### src/rtl/fp_round_pipe.sv
// Two-stage rounder/normaliser for the FPU add/sub path: stage 1 normalises and picks the round increment, stage 2 applies it.
// Latency 2 cycles, 1 result/cycle; a stalled output holds both stages and drops in_ready, never losing or repeating a result.
module fp_round_pipe #(
  parameter int EXP_W = 8,
  parameter int MAN_W = 23
) (
  input  logic                   CLK,
  input  logic                   RST,
  input  logic                   in_valid,
  output logic                   in_ready,
  input  logic [2:0]             in_frm,
  input  logic                   in_sign,
  input  logic [EXP_W+1:0]       in_exp,
  input  logic [MAN_W+4:0]       in_mant,
  output logic                   out_valid,
  input  logic                   out_ready,
  output logic [EXP_W+MAN_W:0]   out_fp,
  output logic [4:0]             out_flags
);

  localparam int FP_W = 1 + EXP_W + MAN_W;

  localparam logic [2:0] FRM_RNE = 3'b000;
  localparam logic [2:0] FRM_RZE = 3'b001;
  localparam logic [2:0] FRM_RDN = 3'b010;
  localparam logic [2:0] FRM_RUP = 3'b011;
  localparam logic [2:0] FRM_RMM = 3'b100;

  localparam logic [EXP_W+1:0] EXP_ONE  = {{(EXP_W+1){1'b0}}, 1'b1};
  localparam logic [EXP_W+1:0] EXP_INF  = {2'b00, {EXP_W{1'b1}}};
  localparam logic [EXP_W+1:0] EXP_MAXF = EXP_INF - EXP_ONE;

  localparam logic [FP_W-2:0] MAG_QNAN = {{EXP_W{1'b1}}, 1'b1, {(MAN_W-1){1'b0}}};
  localparam logic [FP_W-2:0] MAG_INF  = {{EXP_W{1'b1}}, {MAN_W{1'b0}}};
  localparam logic [FP_W-2:0] MAG_MAXF = {{(EXP_W-1){1'b1}}, 1'b0, {MAN_W{1'b1}}};

  typedef struct packed {
    logic              sign;
    logic [EXP_W+1:0]  exp;
    logic [MAN_W:0]    sig;        // {hidden, fraction} after normalisation
    logic              inc;
    logic              nx;
    logic              inf_mode;   // overflow goes to infinity rather than max finite
    logic              dir_ovf;    // truncating mode, exact value already above max finite
    logic              bypass;
    logic [FP_W-1:0]   byp_fp;
    logic [4:0]        byp_flags;
  } s1_t;

  // Exponent headroom saturates instead of wrapping.
  function automatic logic [EXP_W+1:0] sat_inc(input logic [EXP_W+1:0] e);
    return (&e) ? e : e + EXP_ONE;
  endfunction

  logic s1_valid;
  s1_t  s1_q;
  s1_t  s1_d;
  logic s1_load;
  logic s2_load;

  assign s2_load  = !out_valid || out_ready;
  assign s1_load  = !s1_valid || s2_load;
  assign in_ready = s1_load;

  // ---------------- stage 1: normalise and decide ----------------
  logic             carry;
  logic             g;
  logic             r;
  logic             s;
  logic             t;
  logic             l;
  logic             inc;
  logic             directed;
  logic [MAN_W:0]   sig_n;
  logic [EXP_W+1:0] exp_n;

  always_comb begin
    carry    = in_mant[MAN_W+4];
    sig_n    = in_mant[MAN_W+3:3];
    g        = in_mant[2];
    r        = in_mant[1];
    s        = in_mant[0];
    exp_n    = in_exp;
    inc      = 1'b0;
    directed = 1'b0;
    s1_d     = '0;

    if (carry) begin
      sig_n = in_mant[MAN_W+4:4];
      g     = in_mant[3];
      r     = in_mant[2];
      s     = in_mant[1] | in_mant[0];
      exp_n = sat_inc(in_exp);
    end

    t = r | s;
    l = sig_n[0];

    case (in_frm)
      FRM_RNE: inc = g & (t | l);
      FRM_RZE: inc = 1'b0;
      FRM_RDN: inc = in_sign & (g | t);
      FRM_RUP: inc = !in_sign & (g | t);
      FRM_RMM: inc = g;
      default: inc = 1'b0;
    endcase

    directed = (in_frm == FRM_RZE) || (in_frm == FRM_RDN) || (in_frm == FRM_RUP);

    s1_d.sign     = in_sign;
    s1_d.exp      = exp_n;
    s1_d.sig      = sig_n;
    s1_d.inc      = inc;
    s1_d.nx       = g | t;
    s1_d.inf_mode = (in_frm == FRM_RNE) || (in_frm == FRM_RMM) ||
                    ((in_frm == FRM_RDN) && in_sign) || ((in_frm == FRM_RUP) && !in_sign);
    s1_d.dir_ovf  = directed && (exp_n == EXP_MAXF) && (&sig_n) && (g | t);

    if (in_frm > FRM_RMM) begin
      s1_d.bypass    = 1'b1;
      s1_d.byp_fp    = {1'b0, MAG_QNAN};
      s1_d.byp_flags = 5'b10000;
    end else if (in_mant[MAN_W+4:3] == '0) begin
      s1_d.bypass    = 1'b1;
      s1_d.byp_fp    = {in_sign, {(FP_W-1){1'b0}}};
      s1_d.byp_flags = 5'b00000;
    end
  end

  // ---------------- stage 2: apply increment, overflow, pack ----------------
  logic [MAN_W+1:0] sum;
  logic             rcarry;
  logic [EXP_W+1:0] exp_r;
  logic             subn;
  logic             ovf;
  logic [EXP_W-1:0] exp_field;
  logic [MAN_W-1:0] frac_r;
  logic [FP_W-1:0]  res_fp;
  logic [4:0]       res_flags;

  always_comb begin
    sum       = {1'b0, s1_q.sig} + {{(MAN_W+1){1'b0}}, s1_q.inc};
    rcarry    = sum[MAN_W+1];
    exp_r     = rcarry ? sat_inc(s1_q.exp) : s1_q.exp;
    subn      = (s1_q.exp == '0);
    ovf       = (exp_r >= EXP_INF) || s1_q.dir_ovf;
    frac_r    = rcarry ? '0 : sum[MAN_W-1:0];
    // A subnormal that rounds up into the hidden bit becomes the smallest normal.
    exp_field = subn ? {{(EXP_W-1){1'b0}}, sum[MAN_W]} : exp_r[EXP_W-1:0];
    res_fp    = {s1_q.sign, exp_field, frac_r};
    res_flags = {3'b000, subn & s1_q.nx, s1_q.nx};

    if (s1_q.bypass) begin
      res_fp    = s1_q.byp_fp;
      res_flags = s1_q.byp_flags;
    end else if (ovf) begin
      res_fp    = {s1_q.sign, s1_q.inf_mode ? MAG_INF : MAG_MAXF};
      res_flags = 5'b00101;
    end
  end

  always_ff @(posedge CLK) begin
    if (RST) begin
      s1_valid  <= 1'b0;
      s1_q      <= '0;
      out_valid <= 1'b0;
      out_fp    <= '0;
      out_flags <= '0;
    end else begin
      if (s1_load) begin
        s1_valid <= in_valid;
        if (in_valid) s1_q <= s1_d;
      end
      if (s2_load) begin
        out_valid <= s1_valid;
        if (s1_valid) begin
          out_fp    <= res_fp;
          out_flags <= res_flags;
        end
      end
    end
  end

endmodule

### config.mk
export PLATFORM = sky130hd
export DESIGN_NAME = fp_round_pipe
export DESIGN_NICKNAME = d
export VERILOG_FILES = /design/src/rtl/fp_round_pipe.sv
export SDC_FILE = /design/constraint.sdc
export NUM_CORES = 1
export LEC_CHECK = 0
export ABC_AREA = 1
export CAP_MARGIN = 20
export CORE_MARGIN = 5
export CORE_UTILIZATION = 40
export DETAILED_ROUTE_END_ITERATION = 16
export HOLD_SLACK_MARGIN = 0.06
export PLACE_DENSITY_LB_ADDON = 0.05
export SETUP_SLACK_MARGIN = 0.1
export SYNTH_ARGS = -nofsm -noshare
export SYNTH_HDL_FRONTEND = slang
export SYNTH_SLANG_ARGS = --single-unit
### constraint.sdc
create_clock -name CLK -period 3.56 [get_ports CLK]
set_input_delay 0.712 -clock CLK [delete_from_list [all_inputs] [get_ports CLK]]
set_output_delay 0.712 -clock CLK [all_outputs]
set_load 0.005 [all_outputs]
# After elaboration in Yosys (flattened, before gate mapping)
# Cells that the tools add are included.
[op_classes] addsub=3 magnitude_cmp=2 eq_ne=5 mux=18 n_bitwise=8 n_reduce_logical=24
[ops] op="$mux 38" count=2
[ops] op="$mux 24" count=2
[ops] op="$mux 10" count=4
[ops] op="$mux 32" count=1
[ops] op="$mux 31" count=1
[ops] op="$add 24x1->25" count=1
[ops] op="$logic_not 25->1" count=1
[ops] op="$reduce_and 24->1" count=1
[ops] op="$mux 23" count=1
[ops] op="$add 10x1->10 const B" count=2
[ops] op="$reduce_and 10->1" count=2
[ops] op="$eq 10x8->1 const B" count=1
[ops] op="$ge 10x8->1 const B" count=1
[ops] op="$logic_not 10->1" count=1
[ops] op="$logic_or 1x1->1" count=8
[ops] op="$mux 8" count=1
[ops] op="$eq 3x2->1 const B" count=2
[ops] op="$logic_and 1x1->1" count=5
[ops] op="$mux 5" count=1
[ops] op="$and 1x1->1" count=4
[ops] op="$or 1x1->1" count=4
[ops] op="$pmux 1 s4" count=1
[ops] op="$reduce_and 2->1" count=2
[ops] op="$eq 3x1->1 const B" count=1
[ops] op="other kinds (6)" count=10
[word_totals] regBits=116 input_bits=46 wordCells=74

# Longest topological paths before layout
# Gate-level depths: netlist of the first run.
[logic_depth] word_depth=7 depth_mapped=18 mapped_depth_nobuf=18

# Worst setup path after synthesis of the first run
# Ideal clock, no wire load.
[synth_path] path_type="register to register" from="register s1_q[41] (netlist bit)" to="register out_fp[3]" setup_time_ns=0.132 arrival_ns=2.129 t_required_ns=3.428 setup_slack_ns=1.299 stages_incl_launch_ff=19 period_less_slack_ns=2.261 cell_sequence="dfxtp_1 ha_1 ha_1 nand2_1 nor2_4 nand2_1 inv_2 nand2_2 buf_6 nor2_1 a21oi_1 nand2_1 nor2_2 nand2_4 nand2_4 nand2_4 buf_6 nand4_1 a21oi_1"
[synth_via] elab_chain_len=6
[synth_rtl] element="from (decl)" line="56" rtl="s1_t s1_q;"
[synth_rtl] element="from (signal assigned)" line="165" rtl="s1_q <= '0;"
[synth_rtl] element="from (signal assigned)" line="172" rtl="if (in_valid) s1_q <= s1_d;"
[synth_rtl] element="$add 24x1->25 *" line="142" rtl="sum = {1'b0, s1_q.sig} + {{(MAN_W+1){1'b0}}, s1_q.inc};"
[synth_rtl] element="$mux 10" line="144" rtl="exp_r = rcarry ? sat_inc(s1_q.exp) : s1_q.exp;"
[synth_rtl] element="$ge 10x8->1" line="146" rtl="ovf = (exp_r >= EXP_INF) || s1_q.dir_ovf;"
[synth_rtl] element="$logic_or 1x1->1" line="146"
[synth_rtl] element="$mux 31 *" line="156" rtl="end else if (ovf) begin"
[synth_rtl] element="$mux 32 *" line="153" rtl="if (s1_q.bypass) begin"
[synth_rtl] element="to (signal assigned)" line="177" rtl="out_fp <= res_fp;"
[synth_rtl] element="to (decl)" line="17" rtl="output logic [EXP_W+MAN_W:0] out_fp,"
# Mark *: on every way between the ends. The rest lies on a longest branch, timed or not.
# A chain may end at the register's enable or synchronous reset.

# Final worst setup path of the first run
[layout_path] from="register s1_q[42] (netlist bit)" to="register out_fp[23]"
# Same word-level chain as after synthesis.

==> out/qor.txt, run 1 <==
f_max -> 366.6 MHz
Hold WC Path Type -> register to register
row cnt -> 40
Initial Utilization -> 0.4125
IO Pins -> 85
crit share post-route -> 0.7662
final slew viol count -> 0
top_reg_cell synth -> dfxtp_1
post-cts sizing count -> 0
pwr/cell area -> 385.2 nW/um^2
Seq pwr share -> 0.424
cts hold-fix bufs -> 0
Worst VDD drop -> 0.2689 mV
H-tree Lvls -> 3
EDFF count, synth -> 0
met3 routed wirelength -> 609 um
clk slew on worst S/H paths -> 60 ps
reg2reg path depth -> 17
Residual DRC -> 0
die height -> 121.8 um
total grt overflow -> 0
Hold Path Stages -> 2
global router's overall resource usage -> 0.1913
Slew HR -> 0.5616
post-synth top area cell -> dfxtp_1
placer congestion estimate -> 0.8839
skew final -> 6.204 ps
worst-path maximum fanout -> 25
Highest Signal Layer -> met4
Finished Cell Area -> 6207 um^2
switching portion of total power -> 0.2755
synthesized area -> 4996 um^2
clock buffer depth -> 2
synth cell count leaders -> nand2_1, dfxtp_1, inv_1
metal2 WL -> 5.784 mm
Lkg Pwr -> 2.536 nW
syn avg cell area -> 6.539 um^2
count leader, synth -> nand2_1
Clock Latency Late Sink -> 330 ps
Final nets -> 879
initial antenna violation count -> 0
root cell of the clock tree -> clkbuf_16
share of the synthesized area in the top cell type -> 0.3206
total CTS buffers -> 9
WL final -> 13.77 mm
Post-Syn Instances -> 764
Finished Layout Cells -> 1,000
status -> finished, final reports clean
# Max-Cap Violations -> 0
Fill cells -> 1,285
final setup fails -> 0
Die X -> 121.8 um
Setup CP Type -> register to register
CP Capture Type -> register
Die Footprint -> 14,830 um^2
worst slew pin tran -> 653.6 ps
CTS tree -> done
iteration count of the initial detailed-routing pass -> 6
Comb pwr share -> 0.186
pin count of the biggest net entering global routing -> 59
register bit total from synthesis -> 80
setup repair after global routing missed its margin -> false
Critical Path RT -> 3750 ps
clock share of power -> 0.390
ANT nets after route -> 0
Async SR Flop Fraction -> 0
final worst path period need -> 2728 ps
Util after Layout -> 0.5125
Routed WL per cell -> 13.77 um
vias in the first global route -> 4,734
Switching Power -> 0.6589 mW
# Post-CTS Setup Buffers -> 0
HPWL Detailed -> 10.95 mm
Core ar. -> 12,110 um^2
Yosys cell types -> 38
Final Hold Viols -> 0
via/cell ratio -> 5.072
Pwr Total -> 2.391 mW
wl on met1 -> 7.215 mm
P_int -> 1.732 mW
CP Launch Type -> register
IO buf count -> 83
Worst EP arrival -> 2920 ps
Final TNS setup -> 0 ps
synth top area cells -> dfxtp_1, nand2_1, a21oi_1
Post-Syn Nets -> 816
placed instance count -> 984
via count -> 5,072
sequential-to-total area share from yosys stat -> 0.3206
P&R area growth vs syn -> 24.24%
proportion of layout cells with a drive suffix above 1 -> 0.06490
1st-iter DRT viols -> 342
Yosys warning total -> 0
dpl cell area -> 5899 um^2
first-pass GRT wire length -> 23.27 mm
clock sink total -> 80
diode count -> 0
==> metrics by stage <==
stage / hold WS, ps / worst slack [ps]
2_1_floorplan: 444.7 / 1299
3_3_place_gp: 452.0 / 618.5
3_5_place_dp: 457.3 / 587.9
4_1_cts: 465.0 / 808.1
5_1_grt: 483.7 / 508.5
6_report: 462.2 / 832.4
==> registers in the layout, indices dropped and copies added (netlist names) <==
name       flops
s1_valid       1
out_flags      4
out_fp        32
s1_q          42
out_valid      1
==> logic make-up (layout without fill, tap and decap cells) <==
logic type,Yosys count,count (layout),share of synthesized area
multiplexers,2,2,0.004257
AND/OR/NAND/NOR,386,386,0.3614
XOR/XNOR,21,21,0.03682
buffers and inverters,122,190,0.1017
flip-flops,80,80,0.3206
AO/OA/AOI/OAI,146,146,0.1595
other,1,1,0.0007506
adder cells (fa/ha/maj),6,6,0.01503
==> final timing paths <==
path | from | to | slack (ps)
worst max-delay path | s1_q[42]$_SDFFE_PP0P_ | out_fp[23]$_SDFFE_PP0P_ | 830
worst min-delay path | out_fp[9]$_SDFFE_PP0P_ | out_fp[9]$_SDFFE_PP0P_ | 460
worst min register to register | out_fp[9]$_SDFFE_PP0P_ | out_fp[9]$_SDFFE_PP0P_ | 460
worst max register to register | s1_q[42]$_SDFFE_PP0P_ | out_fp[23]$_SDFFE_PP0P_ | 830
==> layer usage <==
metal | vias up | GRT usage
met5 | - | 0
met4 | 0 | 0.05462
met3 | 9 | 0.02507
met2 | 128 | 0.2869
met1 | 2248 | 0.2856
li1 | 2687 | -
==> area by class of cell <==
type                    instances  area (um^2)  area share
multi-input cells             562         2887      0.4650
flip-flops and latches         80         1602      0.2580
repair buffers                 92        893.4      0.1439
inverters                      82        307.8     0.04959
clock buffers                  11        252.7     0.04072
well taps                     168        210.2     0.03386
clock inverters                 5        55.05    0.008869
==> critical path: stages, from the launching register on <==
cell and delay, ps:
dfxtp_1 340, ha_1 170, ha_1 180, nand2_1 90, nor2_4 140, nand3_2 120, nor2_4 180, nand2_4 130
nor2_4 110, nand3_1 70, nand2_1 80, nand2_2 80, nor2_8 290, nand2_4 130, nand2_4 220, nand3_1 110
nand2_1 80, a21oi_1 50
==> power groups by stage <==
stage	logic, mW	registers [mW]	clock network [mW]
floorplan	0.271	1.02	0
global placement	0.440	1.03	0
detailed placement	0.444	1.03	0
CTS	0.446	1.01	0.948
global route	0.501	1.02	0.988
finish	0.444	1.01	0.932
==> cells in the final DEF, fill, tap and decap left out, types with 5 or more instances in the layout <==
| cell | instances |
|---|---|
| a31oi_1 | 7 |
| nor2_1 | 74 |
| inv_1 | 77 |
| nor4_1 | 9 |
| a211oi_1 | 16 |
| nor2_4 | 5 |
| xnor2_1 | 7 |
| clkdlybuf4s50_1 | 82 |
| nand3_1 | 56 |
| xor2_1 | 14 |
| clkbuf_16 | 9 |
| a21oi_1 | 58 |
| ha_1 | 6 |
| o21ai_0 | 58 |
| nor3_1 | 11 |
| buf_4 | 9 |
| nand4_1 | 42 |
| nand2_1 | 165 |
| dfxtp_1 | 80 |
| nor2_2 | 7 |
Note: power is estimated with default switching activity, not from simulation.
==> run 2: changes to the inputs <==
==> constraint.sdc (replaced) <==
create_clock -name CLK -period 2.3 [get_ports CLK]
set_input_delay 0.46 -clock CLK [delete_from_list [all_inputs] [get_ports CLK]]
set_output_delay 0.46 -clock CLK [all_outputs]
set_load 0.005 [all_outputs]
==> run 2 against run 1 <==
Net effect: sequential share of layout area fell by 3.4 points; clock skew barely moved; non-clock buffer count rose by 92; count of clock-buffer cells in the layout fell by 1; clock power rose by 60%; register-to-register slack got worse by 800 ps; global-route usage rose by 0.62 points; power rose by 64%; core utilization rose by 7.8 points; setup slack got worse by 800 ps; routed wire length rose by 6.4%; final area rose by 15%; critical path type unchanged; critical endpoint unchanged; largest cell class unchanged.
==> out/qor.txt, run 2 (same netlist as run 1, synthesis figures left out) <==
status -> finished, final reports clean
diode count -> 0 (unchanged)
worst-path maximum fanout -> 24 (-4.0%)
Worst VDD drop -> 0.3411 mV (+27%)
most frequent cells in the layout -> nand2_1, buf_4, clkdlybuf4s50_1, dfxtp_1, inv_1
Die Footprint -> 14,830 um^2 (unchanged)
iteration count of the initial detailed-routing pass -> 5 (-1)
# Max-Cap Violations -> 0 (unchanged)
total CTS buffers -> 9 (unchanged)
cts hold-fix bufs -> 0 (unchanged)
via/cell ratio -> 4.996 (-1.5%)
global router's overall resource usage -> 0.1975 (+0.006185)
P&R area growth vs syn -> 43.18%
IO buf count -> 83 (unchanged)
CP Capture Type -> register
worst reg2reg startpoint -> s1_q[41]$_SDFFE_PP0P_
Finished Layout Cells -> 1,092 (+9.2%)
CTS tree -> done
WL final -> 14.65 mm (+6.4%)
final worst path period need -> 2266 ps (-462.0 ps)
Core ar. -> 12,110 um^2 (unchanged)
HPWL Detailed -> 11.46 mm (+4.6%)
Final nets -> 971 (+10%)
vias in the first global route -> 5,054 (+6.8%)
clk slew on worst S/H paths -> 60 ps (about the same)
pwr/cell area -> 548.3 nW/um^2 (+42%)
leading cell type in the layout, fill and taps excluded -> nand2_1
first-pass GRT wire length -> 24.17 mm (+3.9%)
total grt overflow -> 0 (unchanged)
root cell of the clock tree -> clkbuf_16
pin count of the biggest net entering global routing -> 59 (unchanged)
Residual DRC -> 0 (unchanged)
dpl cell area -> 6635 um^2 (+12%)
crit share post-route -> 0.9851 (+0.2189)
final slew viol count -> 0 (unchanged)
placed instance count -> 1,071 (+8.8%)
H-tree Lvls -> 3 (unchanged)
Finished Cell Area -> 7153 um^2 (+15%)
clock buffer depth -> 2 (unchanged)
Worst EP arrival -> 2460 ps (-460 ps)
Final Hold Viols -> 0 (unchanged)
Setup CP Type -> register to register
Slew HR -> 0.5534 (-0.008156)
slack of the worst reg-to-reg path -> 30 ps (-800 ps)
f_max -> 441.4 MHz (+20%)
final setup fails -> 0 (unchanged)
Hold WC Path Type -> register to register
Regs by FF count -> s1_q x42, out_fp x32, out_flags x4
Worst R2R End -> out_fp[23]$_SDFFE_PP0P_
Routed WL per cell -> 13.41 um (-2.6%)
IO Pins -> 85 (unchanged)
initial antenna violation count -> 0 (unchanged)
Hold Path Stages -> 2 (unchanged)
Critical Path RT -> 2490 ps (-1260 ps)
placer congestion estimate -> 0.8172 (-7.5%)
setup repair after global routing missed its margin -> true
1st-iter DRT viols -> 363 (+6.1%)
skew final -> 6.668 ps (+0.4637 ps)
row cnt -> 40 (unchanged)
Initial Utilization -> 0.4125 (unchanged)
reg2reg path depth -> 17 (unchanged)
Hold Path End -> out_fp[20]$_SDFFE_PP0P_
Fill cells -> 1,191 (-7.3%)
CP Launch Type -> register
max reg flops -> 42 (unchanged)
Min-Delay Startpoint -> out_fp[20]$_SDFFE_PP0P_
largest reg by FF count -> s1_q
via count -> 5,456 (+7.6%)
ANT nets after route -> 0 (unchanged)
die height -> 121.8 um (unchanged)
proportion of layout cells with a drive suffix above 1 -> 0.1861 (+0.1212)
Clock Latency Late Sink -> 330 ps (about the same)
worst slew pin tran -> 669.9 ps (+16.28 ps)
clock sink total -> 80 (unchanged)
Lkg Pwr -> 3.077 nW (+21%)
Die X -> 121.8 um (unchanged)
-- run 2: changes by cell type in the layout (fill, tap and decap cells not counted), sizes merged --
cell	before	now
buf	10	101
clkdlybuf4s50	82	78
dlymetal6s2s	0	4
clkinv	5	7
clkinvlp	2	0
bufinv	1	2
-- run 2: final cells by class --
cell class,count,area [um^2],share of cell area
clock buffer,10,229.0,0.03201
clock inverter,6,83.83,0.01172
inverter,82,310.3,0.04338
multi-input combinational,562,3059,0.4277
sequential,80,1604,0.2242
tap,168,210.2,0.02939
timing repair buffer,184,1657,0.2316
-- run 2: power breakdown --
| part | leakage, nW | total (mW) | internal, mW | switching, mW |
|---|---|---|---|---|
| sequential | 0.659 | 1.54 | 1.48 | 0.0587 |
| combinational | 2.26 | 0.891 | 0.437 | 0.455 |
| clock | 0.156 | 1.49 | 0.946 | 0.546 |
| total | 3.08 | 3.92 | 2.86 | 1.06 |
-- run 2: worst max path at each step --
stage	startpoint	endpoint	slack (ps)	depth (start not counted)
after floorplan	s1_q[42]$_SDFFE_PP0P_	out_fp[3]$_SDFFE_PP0P_	130	17
after global placement	in_mant[27]	s1_q[38]$_SDFFE_PP0P_	-120	10
after detailed placement	in_mant[27]	s1_q[38]$_SDFFE_PP0P_	-180	11
after CTS	s1_q[41]$_SDFFE_PP0P_	out_fp[23]$_SDFFE_PP0P_	9	17
after global routing	s1_q[41]$_SDFFE_PP0P_	out_fp[23]$_SDFFE_PP0P_	-130	17
final	s1_q[41]$_SDFFE_PP0P_	out_fp[23]$_SDFFE_PP0P_	30	17
-- run 2: critical path, cell delays in order, from the launching register on --
cell	delay (ps)
dfxtp_2	360
ha_4	160
ha_4	140
nand2_4	50
nor2_4	110
nand3_2	120
nor2_4	160
nand2_4	80
nor2_4	100
nand3_2	80
nand2_2	90
nand2_4	60
nor2_8	140
nand2_4	80
nand2_8	150
nand3_1	90
nand2_1	110
a21oi_2	50
-- run 2: per-stage QoR --
step	worst slack [ps]	util	total power, mW	hold slack, ps	setup TNS, ps
after floorplan	131.9	-	2.000	444.7	0
after global placement	-116.8	0.5478	2.414	452.1	-1301
after detailed placement	-179.5	0.5478	2.428	454.9	-2958
after CTS	9.377	0.5789	3.932	463.9	0
after global routing	-132.9	0.5906	4.122	478.5	-2627
final	34.37	0.5906	3.922	463.1	0
-- run 2: per-layer routing --
layer	vias to the layer above	share of wire	global-route usage
li1	2878	-	-
met1	2410	0.51	0.2884
met2	146	0.42	0.2990
met3	22	0.048	0.02414
met4	0	0.020	0.06933
met5	-	0	0
-- run 2: repair_timing --
item / in CTS / in global routing
endpoints found under the setup margin: 35 / 37
gates resized for setup: 13 / 30
pin swaps: 11 / 10
buffers inserted: 3 / 1
cloned: 0 / 1
==> run 3: changes to the inputs <==
--- a/config.mk
+++ b/config.mk
@@ -13,6 +13,7 @@
 export HOLD_SLACK_MARGIN = 0.06
 export PLACE_DENSITY_LB_ADDON = 0.05
 export SETUP_SLACK_MARGIN = 0.1
+export SLEW_MARGIN = 25
 export SYNTH_ARGS = -nofsm -noshare
 export SYNTH_HDL_FRONTEND = slang
 export SYNTH_SLANG_ARGS = --single-unit
==> results of run 3 <==
The final DEF is identical to that of run 2; final timing and power are the same.
